**config.mk**
```make
export PLATFORM = sky130hd
export DESIGN_NAME = vga_scan_generator
export DESIGN_NICKNAME = d
export VERILOG_FILES = /design/src/rtl/vga_scan_generator.sv
export SDC_FILE = /design/constraint.sdc
export NUM_CORES = 1
export LEC_CHECK = 0
export CAP_MARGIN = 10
export CORE_ASPECT_RATIO = 1.25
export CORE_MARGIN = 4
export CORE_UTILIZATION = 40
export DETAILED_ROUTE_END_ITERATION = 8
export HOLD_SLACK_MARGIN = 0.02
export PLACE_DENSITY = 0.63
export SLEW_MARGIN = 20
export SYNTH_ARGS = -nofsm -noshare
export SYNTH_HDL_FRONTEND = slang
export SYNTH_SLANG_ARGS = --single-unit
export TNS_END_PERCENT = 5
```
**constraint.sdc**
```tcl
create_clock -name clk -period 4.88 [get_ports clk]
set_input_delay 0.488 -clock clk [delete_from_list [all_inputs] [get_ports clk]]
set_output_delay 0.488 -clock clk [all_outputs]
set_load 0.02 [all_outputs]
```
**src/rtl/vga_scan_generator.sv**
```systemverilog
// Raster scan generator: pixel-rate divider, x/y timing counters, sync decode,
// pixel-tick delay chain for hsync/vsync/de, and line/frame markers.
module vga_scan_generator #(
  parameter int unsigned H_ACTIVE    = 640,
  parameter int unsigned H_FP        = 16,
  parameter int unsigned H_SYNC      = 96,
  parameter int unsigned H_BP        = 48,
  parameter int unsigned V_ACTIVE    = 480,
  parameter int unsigned V_FP        = 10,
  parameter int unsigned V_SYNC      = 2,
  parameter int unsigned V_BP        = 33,
  parameter int unsigned CLK_DIV     = 2,
  parameter int unsigned PIPE_DELAY  = 1,
  parameter logic        SYNC_ACTIVE = 1'b0
) (
  input  logic        clk,
  input  logic        rst_n,
  input  logic        enable,
  output logic        pix_en,
  output logic [9:0]  x,
  output logic [9:0]  y,
  output logic        active_pixel,
  output logic        de,
  output logic        hsync,
  output logic        vsync,
  output logic        line_start,
  output logic        frame_start,
  output logic [15:0] frame_count
);

  // Timing totals are summed at 32 bits and only then narrowed to the 10-bit counters.
  localparam int unsigned H_TOTAL  = H_ACTIVE + H_FP + H_SYNC + H_BP;
  localparam int unsigned V_TOTAL  = V_ACTIVE + V_FP + V_SYNC + V_BP;
  localparam int unsigned HS_BEGIN = H_ACTIVE + H_FP;
  localparam int unsigned HS_END   = H_ACTIVE + H_FP + H_SYNC;
  localparam int unsigned VS_BEGIN = V_ACTIVE + V_FP;
  localparam int unsigned VS_END   = V_ACTIVE + V_FP + V_SYNC;
  localparam int unsigned DIV_W    = (CLK_DIV > 1) ? $clog2(CLK_DIV) : 1;
  localparam int unsigned SIG_W    = 3;

  localparam logic [DIV_W-1:0] DIV_LAST = DIV_W'(CLK_DIV - 1);
  localparam logic [9:0]       H_LAST   = 10'(H_TOTAL - 1);
  localparam logic [9:0]       V_LAST   = 10'(V_TOTAL - 1);
  localparam logic             ACT_RST  = (H_ACTIVE > 0) && (V_ACTIVE > 0);
  // Delay-chain word is {hsync, vsync, de} already in output polarity.
  localparam logic [SIG_W-1:0] SIG_IDLE = {~SYNC_ACTIVE, ~SYNC_ACTIVE, 1'b0};

  // Reject timings the 10-bit counters cannot represent.
  if ((H_TOTAL > 1024) || (V_TOTAL > 1024) || (H_TOTAL == 0) || (V_TOTAL == 0)
      || (CLK_DIV < 1) || (PIPE_DELAY > 7)) begin : g_bad_params
    $error("vga_scan_generator: unsupported timing parameters");
  end

  logic [DIV_W-1:0] div_q, div_d;
  logic             pix_en_q, pix_en_d;
  logic [9:0]       x_q, x_d;
  logic [9:0]       y_q, y_d;
  logic             active_pixel_q, active_pixel_d;
  logic             line_start_q, line_start_d;
  logic             frame_start_q, frame_start_d;
  logic [15:0]      frame_count_q, frame_count_d;
  logic             tick;
  logic             h_raw;
  logic             v_raw;
  logic             act_raw;
  logic [SIG_W-1:0] sig_raw;

  // Divider, counters and marker pulses.
  always_comb begin
    div_d          = div_q;
    pix_en_d       = 1'b0;
    x_d            = x_q;
    y_d            = y_q;
    line_start_d   = 1'b0;
    frame_start_d  = 1'b0;
    frame_count_d  = frame_count_q;
    tick           = 1'b0;
    if (enable) begin
      tick  = (div_q == DIV_LAST);
      div_d = tick ? '0 : DIV_W'(div_q + 1'b1);
    end
    if (tick) begin
      pix_en_d = 1'b1;
      if (x_q == H_LAST) begin
        x_d          = '0;
        line_start_d = 1'b1;
        if (y_q == V_LAST) begin
          y_d           = '0;
          frame_start_d = 1'b1;
          frame_count_d = 16'(frame_count_q + 16'd1);
        end else begin
          y_d = 10'(y_q + 10'd1);
        end
      end else begin
        x_d = 10'(x_q + 10'd1);
      end
    end
    // Registered alongside x/y so it always describes the current position.
    active_pixel_d = (x_d < 10'(H_ACTIVE)) && (y_d < 10'(V_ACTIVE));
  end

  // State register for divider, counters and markers.
  always_ff @(posedge clk) begin
    if (!rst_n) begin
      div_q          <= '0;
      pix_en_q       <= 1'b0;
      x_q            <= '0;
      y_q            <= '0;
      active_pixel_q <= ACT_RST;
      line_start_q   <= 1'b0;
      frame_start_q  <= 1'b0;
      frame_count_q  <= '0;
    end else begin
      div_q          <= div_d;
      pix_en_q       <= pix_en_d;
      x_q            <= x_d;
      y_q            <= y_d;
      active_pixel_q <= active_pixel_d;
      line_start_q   <= line_start_d;
      frame_start_q  <= frame_start_d;
      frame_count_q  <= frame_count_d;
    end
  end

  // Sync and data-enable decode from the undelayed counters.
  always_comb begin
    h_raw   = (x_q >= 10'(HS_BEGIN)) && (x_q < 10'(HS_END));
    v_raw   = (y_q >= 10'(VS_BEGIN)) && (y_q < 10'(VS_END));
    act_raw = (x_q < 10'(H_ACTIVE)) && (y_q < 10'(V_ACTIVE));
    sig_raw = {h_raw ? SYNC_ACTIVE : ~SYNC_ACTIVE,
               v_raw ? SYNC_ACTIVE : ~SYNC_ACTIVE,
               act_raw};
  end

  if (PIPE_DELAY == 0) begin : g_no_pipe
    // No pipeline latency to match: drive straight from the decode.
    assign hsync = sig_raw[2];
    assign vsync = sig_raw[1];
    assign de    = sig_raw[0];
  end else begin : g_pipe
    logic [SIG_W-1:0] pipe_q [PIPE_DELAY];
    logic [SIG_W-1:0] pipe_d [PIPE_DELAY];

    // Shift the decoded signals one stage per pixel tick.
    always_comb begin
      for (int i = 0; i < int'(PIPE_DELAY); i++) begin
        pipe_d[i] = pipe_q[i];
      end
      if (tick) begin
        pipe_d[0] = sig_raw;
        for (int i = 1; i < int'(PIPE_DELAY); i++) begin
          pipe_d[i] = pipe_q[i-1];
        end
      end
    end

    // Delay-chain registers, filled with idle levels on reset.
    always_ff @(posedge clk) begin
      if (!rst_n) begin
        for (int i = 0; i < int'(PIPE_DELAY); i++) begin
          pipe_q[i] <= SIG_IDLE;
        end
      end else begin
        for (int i = 0; i < int'(PIPE_DELAY); i++) begin
          pipe_q[i] <= pipe_d[i];
        end
      end
    end

    assign hsync = pipe_q[PIPE_DELAY-1][2];
    assign vsync = pipe_q[PIPE_DELAY-1][1];
    assign de    = pipe_q[PIPE_DELAY-1][0];
  end

  assign pix_en       = pix_en_q;
  assign x            = x_q;
  assign y            = y_q;
  assign active_pixel = active_pixel_q;
  assign line_start   = line_start_q;
  assign frame_start  = frame_start_q;
  assign frame_count  = frame_count_q;

endmodule

```
After elaboration in Yosys (flattened, before gate mapping)
Memory sizes are Yosys's and may differ from the RTL's.
Index checks and enable logic that the tools add are counted.
{ "word_totals": {"regBits": 41, "latchBits": 0, "ram_bits": 3, "rom_bits": 0, "output_inout_bits": 43, "word_cells": 48, "n_memories": 1} }
{ "mem_list": {"columns": ["memory", "depth", "width", "rd", "rd_ports_with_merged_regs", "write_ports", "line_no", "source"], "rows": [
  ["g_pipe.pipe_q", 1, 3, 1, 0, 1, "141", "logic [SIG_W-1:0] pipe_q [PIPE_DELAY];"]
]} }
{ "op_classes": {"n_addsub": 4, "multipliers": 0, "div_mod_pow": 0, "magnitude_cmp": 8, "n_eq_ne": 2, "shifts": 0, "n_mux": 17, "bitwise_logic": 0, "reduce_logical": 8} }
{ "ops": {"columns": ["cell", "count"], "rows": [
  ["10-bit 2-to-1 mux", 5],
  ["10-bit less-than comparator (second input constant)", 3],
  ["10-bit by 9-bit less-than comparator with 1-bit output (second input constant)", 3],
  ["10-bit by 1-bit adder with 10-bit output (second input constant)", 2],
  ["10-bit == test (second input constant)", 2],
  ["16-bit by 1-bit adder with 16-bit output (second input constant)", 1],
  ["10-bit >= comparator (second input constant)", 1],
  ["10-bit by 9-bit >= comparator with 1-bit output (second input constant)", 1],
  ["1-bit 2-to-1 mux", 10],
  ["3-bit 2-to-1 mux", 2],
  ["3-bit AND reduction", 2],
  ["1-bit logical AND", 4],
  ["3-bit OR reduction", 1],
  ["2-bit AND reduction", 1],
  ["1-bit adder (second input constant)", 1]
]} }

Logic depth before layout (Yosys ltp)
Gate-level depths: netlist of the first run.
{ "logic_depth": {"word_depth": 6, "mapped_depth": 8} }

Worst setup path after synthesis of the first run
OpenSTA, ideal clock, no wires.
{ "synth_path": {"kind": "register -> register", "from": "reg x_q[1], in the netlist x[1]", "to": "reg active_pixel_q, in the netlist active_pixel", "arrival_ns": 2.110, "required_time_ns": 4.756, "slack_ns": 2.646, "stages_incl_launch_ff": 8, "path_cell_list": "dfxtp_1 ha_1 nand3_4 or3_4 buf_6 or4_1 a22oi_1 a211oi_2"} }
{ "synth_via": {"elab_chain_len": 5, "word_cells_on_any_way": 9, "cone_classes": "add/sub: 1; order compare: 2; eq/ne: 1; mux: 4; reduce/logical: 1"} }
{ "synth_lines": {"columns": ["element", "line_no", "source"], "rows": [
  ["from (decl)", "56", "logic [9:0] x_q, x_d;"],
  ["from (signal assigned)", "107", "x_q <= '0;"],
  ["from (signal assigned)", "116", "x_q <= x_d;"],
  ["10-bit by 1-bit adder with 10-bit output or 10-bit == test (tied branches)", "95, 84", null],
  ["10-bit 2-to-1 mux", "84", "if (x_q == H_LAST) begin"],
  ["10-bit 2-to-1 mux", "82", "if (tick) begin"],
  ["10-bit less-than comparator or 10-bit by 9-bit less-than comparator with 1-bit output (tied branches)", "99", "active_pixel_d = (x_d < 10'(H_ACTIVE)) && (y_d < 10'(V_ACTIVE));"],
  ["1-bit logical AND *", "99", null],
  ["to (signal assigned)", "118", "active_pixel_q <= active_pixel_d;"],
  ["to (decl)", "58", "logic active_pixel_q, active_pixel_d;"]
]} }
Mark *: on every way between the ends. The rest lies on a longest branch, timed or not.
A chain may end at the register's enable or synchronous reset.

Final worst setup path of the first run
{ "layout_path": {"from": "in enable", "to": "reg frame_count_q[13], in the netlist frame_count[13]"} }
{ "layout_via": {"elab_chain_len": 2} }
{ "layout_lines": {"columns": ["element", "line_no", "source"], "rows": [
  ["from (decl)", "18", "input logic enable,"],
  ["1-bit 2-to-1 mux", "78", "if (enable) begin"],
  ["3-bit AND reduction (no source line)", null, null],
  ["to (signal assigned)", "121", "frame_count_q <= frame_count_d;"],
  ["to (decl)", "61", "logic [15:0] frame_count_q, frame_count_d;"]
]} }
Every way passes these cells.

==> flow_summary.json, run 1 <==
{
  "status": "completed",
  "cts-root-buf": "clkbuf_8",
  "slew_headroom_pct": 55.82,
  "synthTopCellsByCount": "dfxtp_1 (44), nor2_1 (35), nand2_1 (20), xnor2_1 (17), a21oi_1 (15)",
  "dp_hpwl_mm": 3.666,
  "async_reset_ff_share_pct": 0,
  "worst_hold_slack_ns": 0.4807,
  "yosys-top-cells-area": "dfxtp_1 (40%), xnor2_1 (6.8%), nor2_1 (6.0%)",
  "hold_viol": 0,
  "core_area_sq_um": 5189,
  "cp_data_required_time_ns": 5.11,
  "finalSetupViolations": 0,
  "hold_class": "reg -> reg",
  "antenna_found_initial": 0,
  "ant_nets": 0,
  "synth_top_area_share_pct": 40.18,
  "critPathKind": "in -> reg",
  "rsz0062_at_grt": "false",
  "grt_pass1_wl_mm": 8.673,
  "leakagePower_nw": 0.8867,
  "slew_violations": 0,
  "cp_max_fo": 15,
  "rows": 29,
  "yosys.area_share.simple_pct": 32.25,
  "synth-xor-area-share_pct": 9.589,
  "clkSlewWorstSetupHoldPaths_ns": 0.09,
  "synth_top_area_cell": "dfxtp_1",
  "cts_setup_buffers": 0,
  "ir_drop_v": 0.0001157,
  "nets": 306,
  "multiInputGateArea_sq_um": 1231,
  "clock-sinks": 44,
  "cts_resized": 0,
  "crit_slowest_cell": "or4_1",
  "via_count": 1944,
  "synth-compound-area-share_pct": 10.90,
  "ys_seq_area_share_pct": 40.18,
  "path_cells": "clkdlybuf4s50_1 -> nand3_4 -> nor3_1 -> nand4_1 -> or4_1 -> a21oi_1",
  "die_w_microns": 74.22,
  "postSynthCellCount": 253,
  "wire_per_inst_microns": 14.09,
  "grt_usage_pct": 15.92,
  "finalCritPeriodShare_pct": 53.56,
  "remaining_drc_errors": 0,
  "end_kind": "flop",
  "wirelength_mm": 5.073,
  "fp.dieArea_sq_um": 6736,
  "clockBufferDepth": 2,
  "syn_avg_cell_area_sq_um": 8.664,
  "synth_edf_count": 0,
  "drv_cap": 0,
  "syn_nets": 262,
  "area_delta_synth_final_pct": 26.60,
  "cts_tree": "built",
  "yosysMostFrequentCell": "dfxtp_1",
  "drive_above_1_share_pct": 6.711,
  "syn_area_sq_um": 2192,
  "io_buffers": 45,
  "drtPass1Iterations": 4,
  "synth_top_family_by_area": "simple AND/OR/NAND/NOR gates",
  "final.setup.tns_ns": 0,
  "synth.mux.area_fraction_pct": 0,
  "grt_pass1_vias": 1831,
  "worstSkewPairLatency_ns": 0.30,
  "grt_max_degree": 26,
  "synth_ff_type": "dfxtp_1",
  "synth_cell_types": 43,
  "tightest_slew_ns": 0.6582,
  "start_util_pct": 42.25,
  "synth_fa_ha_area_share_pct": 3.425,
  "clock.fmax_mhz": 382.6,
  "final-seq-area_sq_um": 880.8,
  "drtIter0Drc": 67,
  "vias_per_cell": 5.400,
  "diodes": 0,
  "h-tree-depth": 2,
  "synth-warning-count": 0,
  "synth_seq_cells": 44,
  "ios": 46,
  "critPathMaxStageDelay_ns": 0.62,
  "powerDensity_nw_per_um2": 227.7,
  "gp_congestion": 0.7779,
  "cp-start-kind": "input port",
  "cts_hold_buffers": 0,
  "fp.dieH_microns": 90.77,
  "crit_arrival_ns": 2.85,
  "nFillCells": 509,
  "numCtsBuffers": 5,
  "grt-ovfl-total": 0,
  "period_needed_ns": 2.614,
  "skew_ns": 0.01078
}
[critical path: cells and delay by family]
family                 cells  cell delay, ns
buffers and inverters      1            0.61
AOI/OAI and AO/OA          1            0.14
and+or+nand+nor            4            1.60
[worst paths after layout]
path,startpoint,to,slack (ns),cells past startpoint
setup / recovery,enable,frame_count[13],2.27,6
hold / removal,g_pipe.pipe_q[0][2],g_pipe.pipe_q[0][2],0.48,2
setup reg to reg,x[1],frame_count[13],2.44,6
hold reg to reg,g_pipe.pipe_q[0][2],g_pipe.pipe_q[0][2],0.48,2
[layout make-up]
type / instances / share of cell area, %
clock buffers: 6 / 2.976
inverters: 10 / 1.353
well taps: 62 / 2.795
flip-flops and latches: 44 / 31.74
multi-input cells: 191 / 44.36
clock inverters: 2 / 0.5410
repair buffers: 45 / 16.23
[kinds of logic (layout without fill, tap and decap cells)]
logic type / count (synthesis) / count (layout)
AND/OR/NAND/NOR: 123 / 123
flip-flops: 44 / 44
AO/OA/AOI/OAI: 38 / 38
XOR/XNOR: 24 / 24
buffers and inverters: 18 / 63
adder cells (fa/ha/maj): 6 / 6
[per-layer routing]
layer  vias up  part of all wire (%)  global-route usage, %
li1        989                     -                      -
met1       913                    47                  20.15
met2        36                    48                  26.41
met3         6                   4.0                  3.786
met4         0                   1.2                  4.599
met5         -                     0                      0
[state kept, by name, summed over array words and instances, names as in the netlist]
| register | count |
|---|---|
| active_pixel | 1 |
| div_q | 1 |
| frame_count | 16 |
| frame_start | 1 |
| g_pipe.pipe_q | 3 |
| line_start | 1 |
| pix_en | 1 |
| x | 10 |
| y | 10 |
[per-stage QoR]
step / setup slack (ns) / util (%) / power [W] / instance area (sq um) / cells
2_1_floorplan: 2.646 / - / 0.0003892 / 2192 / 253
3_3_place_gp: 2.016 / 51.60 / 0.0003988 / 2678 / 352
3_5_place_dp: 1.958 / 51.60 / 0.0003990 / 2678 / 352
4_1_cts: 2.282 / 53.48 / 0.0006410 / 2775 / 360
5_1_grt: 2.024 / 53.48 / 0.0006577 / 2775 / 360
6_report: 2.266 / 53.48 / 0.0006318 / 2775 / 360
[power breakdown]
part,switching (W),total [W],leakage [nW],internal [W]
registers,0.00000319,0.000365,0.355,0.000362
clock network,0.000127,0.000242,0.0434,0.000115
logic,0.0000154,0.0000248,0.488,0.00000940
[layout by cell type (no fill, tap or decap), types with 5 or more instances in the layout]
cell,Yosys,layout
a21oi_1,15,15
and3_1,5,5
clkbuf_8,0,6
clkdlybuf4s50_1,0,45
dfxtp_1,44,44
ha_1,6,6
inv_1,9,9
nand2_1,20,20
nand3_1,12,12
nand4_1,9,9
nor2_1,35,35
nor3_1,11,11
o21ai_0,5,5
o31ai_1,10,10
or4_1,7,7
xnor2_1,17,17
xor2_1,7,7
Power figures use the tool's default switching activity.
==> run 2: changes to the inputs <==
==> constraint.sdc (replaced) <==
create_clock -name clk -period 2.7 [get_ports clk]
set_input_delay 0.27 -clock clk [delete_from_list [all_inputs] [get_ports clk]]
set_output_delay 0.27 -clock clk [all_outputs]
set_load 0.02 [all_outputs]
==> run 2 against run 1 <==
Total power rose by 81%. Sequential share of layout area fell by 0.28 points. Routed wire length rose by 1.4%.
==> flow_summary.json, run 2 (synthesized netlist as in run 1, its figures left out) <==
{
  "status": "completed",
  "fp.dieH_microns": 90.77,
  "clockBufferDepth": 2,
  "slew_violations": 0,
  "finalSetupViolations": 0,
  "grt_max_degree": 26,
  "rows": 29,
  "swShare_pct": 23.15,
  "drv_cap": 0,
  "internal_power_w": 0.0008776,
  "start_util_pct": 42.25,
  "fp.dieArea_sq_um": 6736,
  "most-common-layout-cells": "clkdlybuf4s50_1 (45), dfxtp_1 (44), nor2_1 (35)",
  "wirelength_mm": 5.144,
  "grt_usage_pct": 16.32,
  "gp_congestion": 0.7702,
  "worst_slack_ns": 0.4550,
  "cts_hold_buffers": 0,
  "cp_data_required_time_ns": 2.93,
  "largest_register_ff_count": 16,
  "cp-start-kind": "flop",
  "drtIter0Drc": 61,
  "end_kind": "flop",
  "seqPwrFrac_pct": 57.8,
  "clock-sinks": 44,
  "remaining_drc_errors": 0,
  "cts_tree": "built",
  "tightest_slew_ns": 0.5478,
  "nets": 310,
  "ios": 46,
  "comb_power_share_pct": 4.2,
  "grt_pass1_vias": 1892,
  "ir_drop_v": 0.0002254,
  "worstSkewPairLatency_ns": 0.29,
  "final.setup.tns_ns": 0,
  "drive_above_1_share_pct": 7.947,
  "skew_ns": 0.004750,
  "dp_hpwl_mm": 3.747,
  "cts_resized": 0,
  "post-route-cell-area_sq_um": 2800,
  "hold_class": "reg -> reg",
  "placed_cell_area_sq_um": 2708,
  "p_switching_w": 0.0002643,
  "cts-root-buf": "clkbuf_8",
  "powerDensity_nw_per_um2": 407.8,
  "die_w_microns": 74.22,
  "final-seq-area_sq_um": 880.8,
  "dp_slack_ns": 0.2603,
  "cp_max_fo": 20,
  "critPathKind": "reg -> reg",
  "rsz0062_at_grt": "false",
  "period_needed_ns": 2.245,
  "vias_per_cell": 5.404,
  "ant_nets": 0,
  "grt-ovfl-total": 0,
  "wire_per_inst_microns": 14.13,
  "layout_commonest_cell": "clkdlybuf4s50_1",
  "via_count": 1967,
  "cts_setup_buffers": 0,
  "antenna_found_initial": 0,
  "finalCritPeriodShare_pct": 83.15,
  "nFillCells": 496,
  "worst_hold_slack_ns": 0.4908,
  "core_area_sq_um": 5189,
  "clock.fmax_mhz": 445.4,
  "area_delta_synth_final_pct": 27.74,
  "clkSlewWorstSetupHoldPaths_ns": 0.09,
  "io_buffers": 45,
  "leakagePower_nw": 0.9121,
  "grt_pass1_wl_mm": 8.832,
  "diodes": 0,
  "hold_viol": 0,
  "fin_util_pct": 53.97,
  "drtPass1Iterations": 4,
  "h-tree-depth": 2,
  "slew_headroom_pct": 63.14,
  "numCtsBuffers": 5,
  "crit_arrival_ns": 2.48,
  "clkPwrFrac_pct": 38.0,
  "multiInputGateArea_sq_um": 1231
}
-- run 2: cell types whose count changed in the layout (fill, tap and decap cells not counted), sizes merged --
cell,previous run,this run
clkinvlp,2,0
clkinv,0,2
buf,0,4
-- run 2: worst max-delay path: stages, from the launching register on --
cell and delay [ns]:
dfxtp_1 0.39, ha_1 0.23, nand3_4 0.13, or3_4 0.53, nor3_1 0.29, or4b_1 0.46, a21oi_1 0.14
-- run 2: area by class of cell --
cell class              count  share of cell area, %
well taps                  62                  2.770
flip-flops and latches     44                  31.46
inverters                  10                  1.340
multi-input cells         191                  43.97
repair buffers             49                  17.16
clock buffers               6                  2.949
clock inverters             2                 0.3575
-- run 2: per-layer routing --
layer,vias up,wire length (microns),GRT usage [%]
li1,997,-,-
met1,925,2389,20.19
met2,38,2465,27.29
met3,7,199,4.343
met4,0,90,4.599
met5,-,0,0
-- run 2: path summary, 6_finish.rpt --
check / startpoint / to / slack, ns / cells past startpoint
setup / recovery: x[1] / frame_count[15] / 0.46 / 6
hold / removal: frame_count[15] / frame_count[15] / 0.49 / 2
hold reg to reg: frame_count[15] / frame_count[15] / 0.49 / 2
setup reg to reg: x[1] / frame_count[15] / 0.46 / 6
-- run 2: per-stage QoR --
stage | total power, W | std cells
4_1_cts | 0.001158 | 364
5_1_grt | 0.001192 | 364
2_1_floorplan | 0.0007035 | 253
6_report | 0.001142 | 364
3_5_place_dp | 0.0007240 | 356
3_3_place_gp | 0.0007235 | 356
-- run 2: power by group through the flow --
| stage | Clock, W | Sequential (W) | Combinational [W] |
|---|---|---|---|
| final | 0.000434 | 0.000661 | 0.0000474 |
| after global routing | 0.000477 | 0.000662 | 0.0000529 |
| after CTS | 0.000449 | 0.000661 | 0.0000484 |
| after detailed placement | 0 | 0.000676 | 0.0000479 |
| after global placement | 0 | 0.000676 | 0.0000479 |
| after floorplan | 0 | 0.000678 | 0.0000259 |
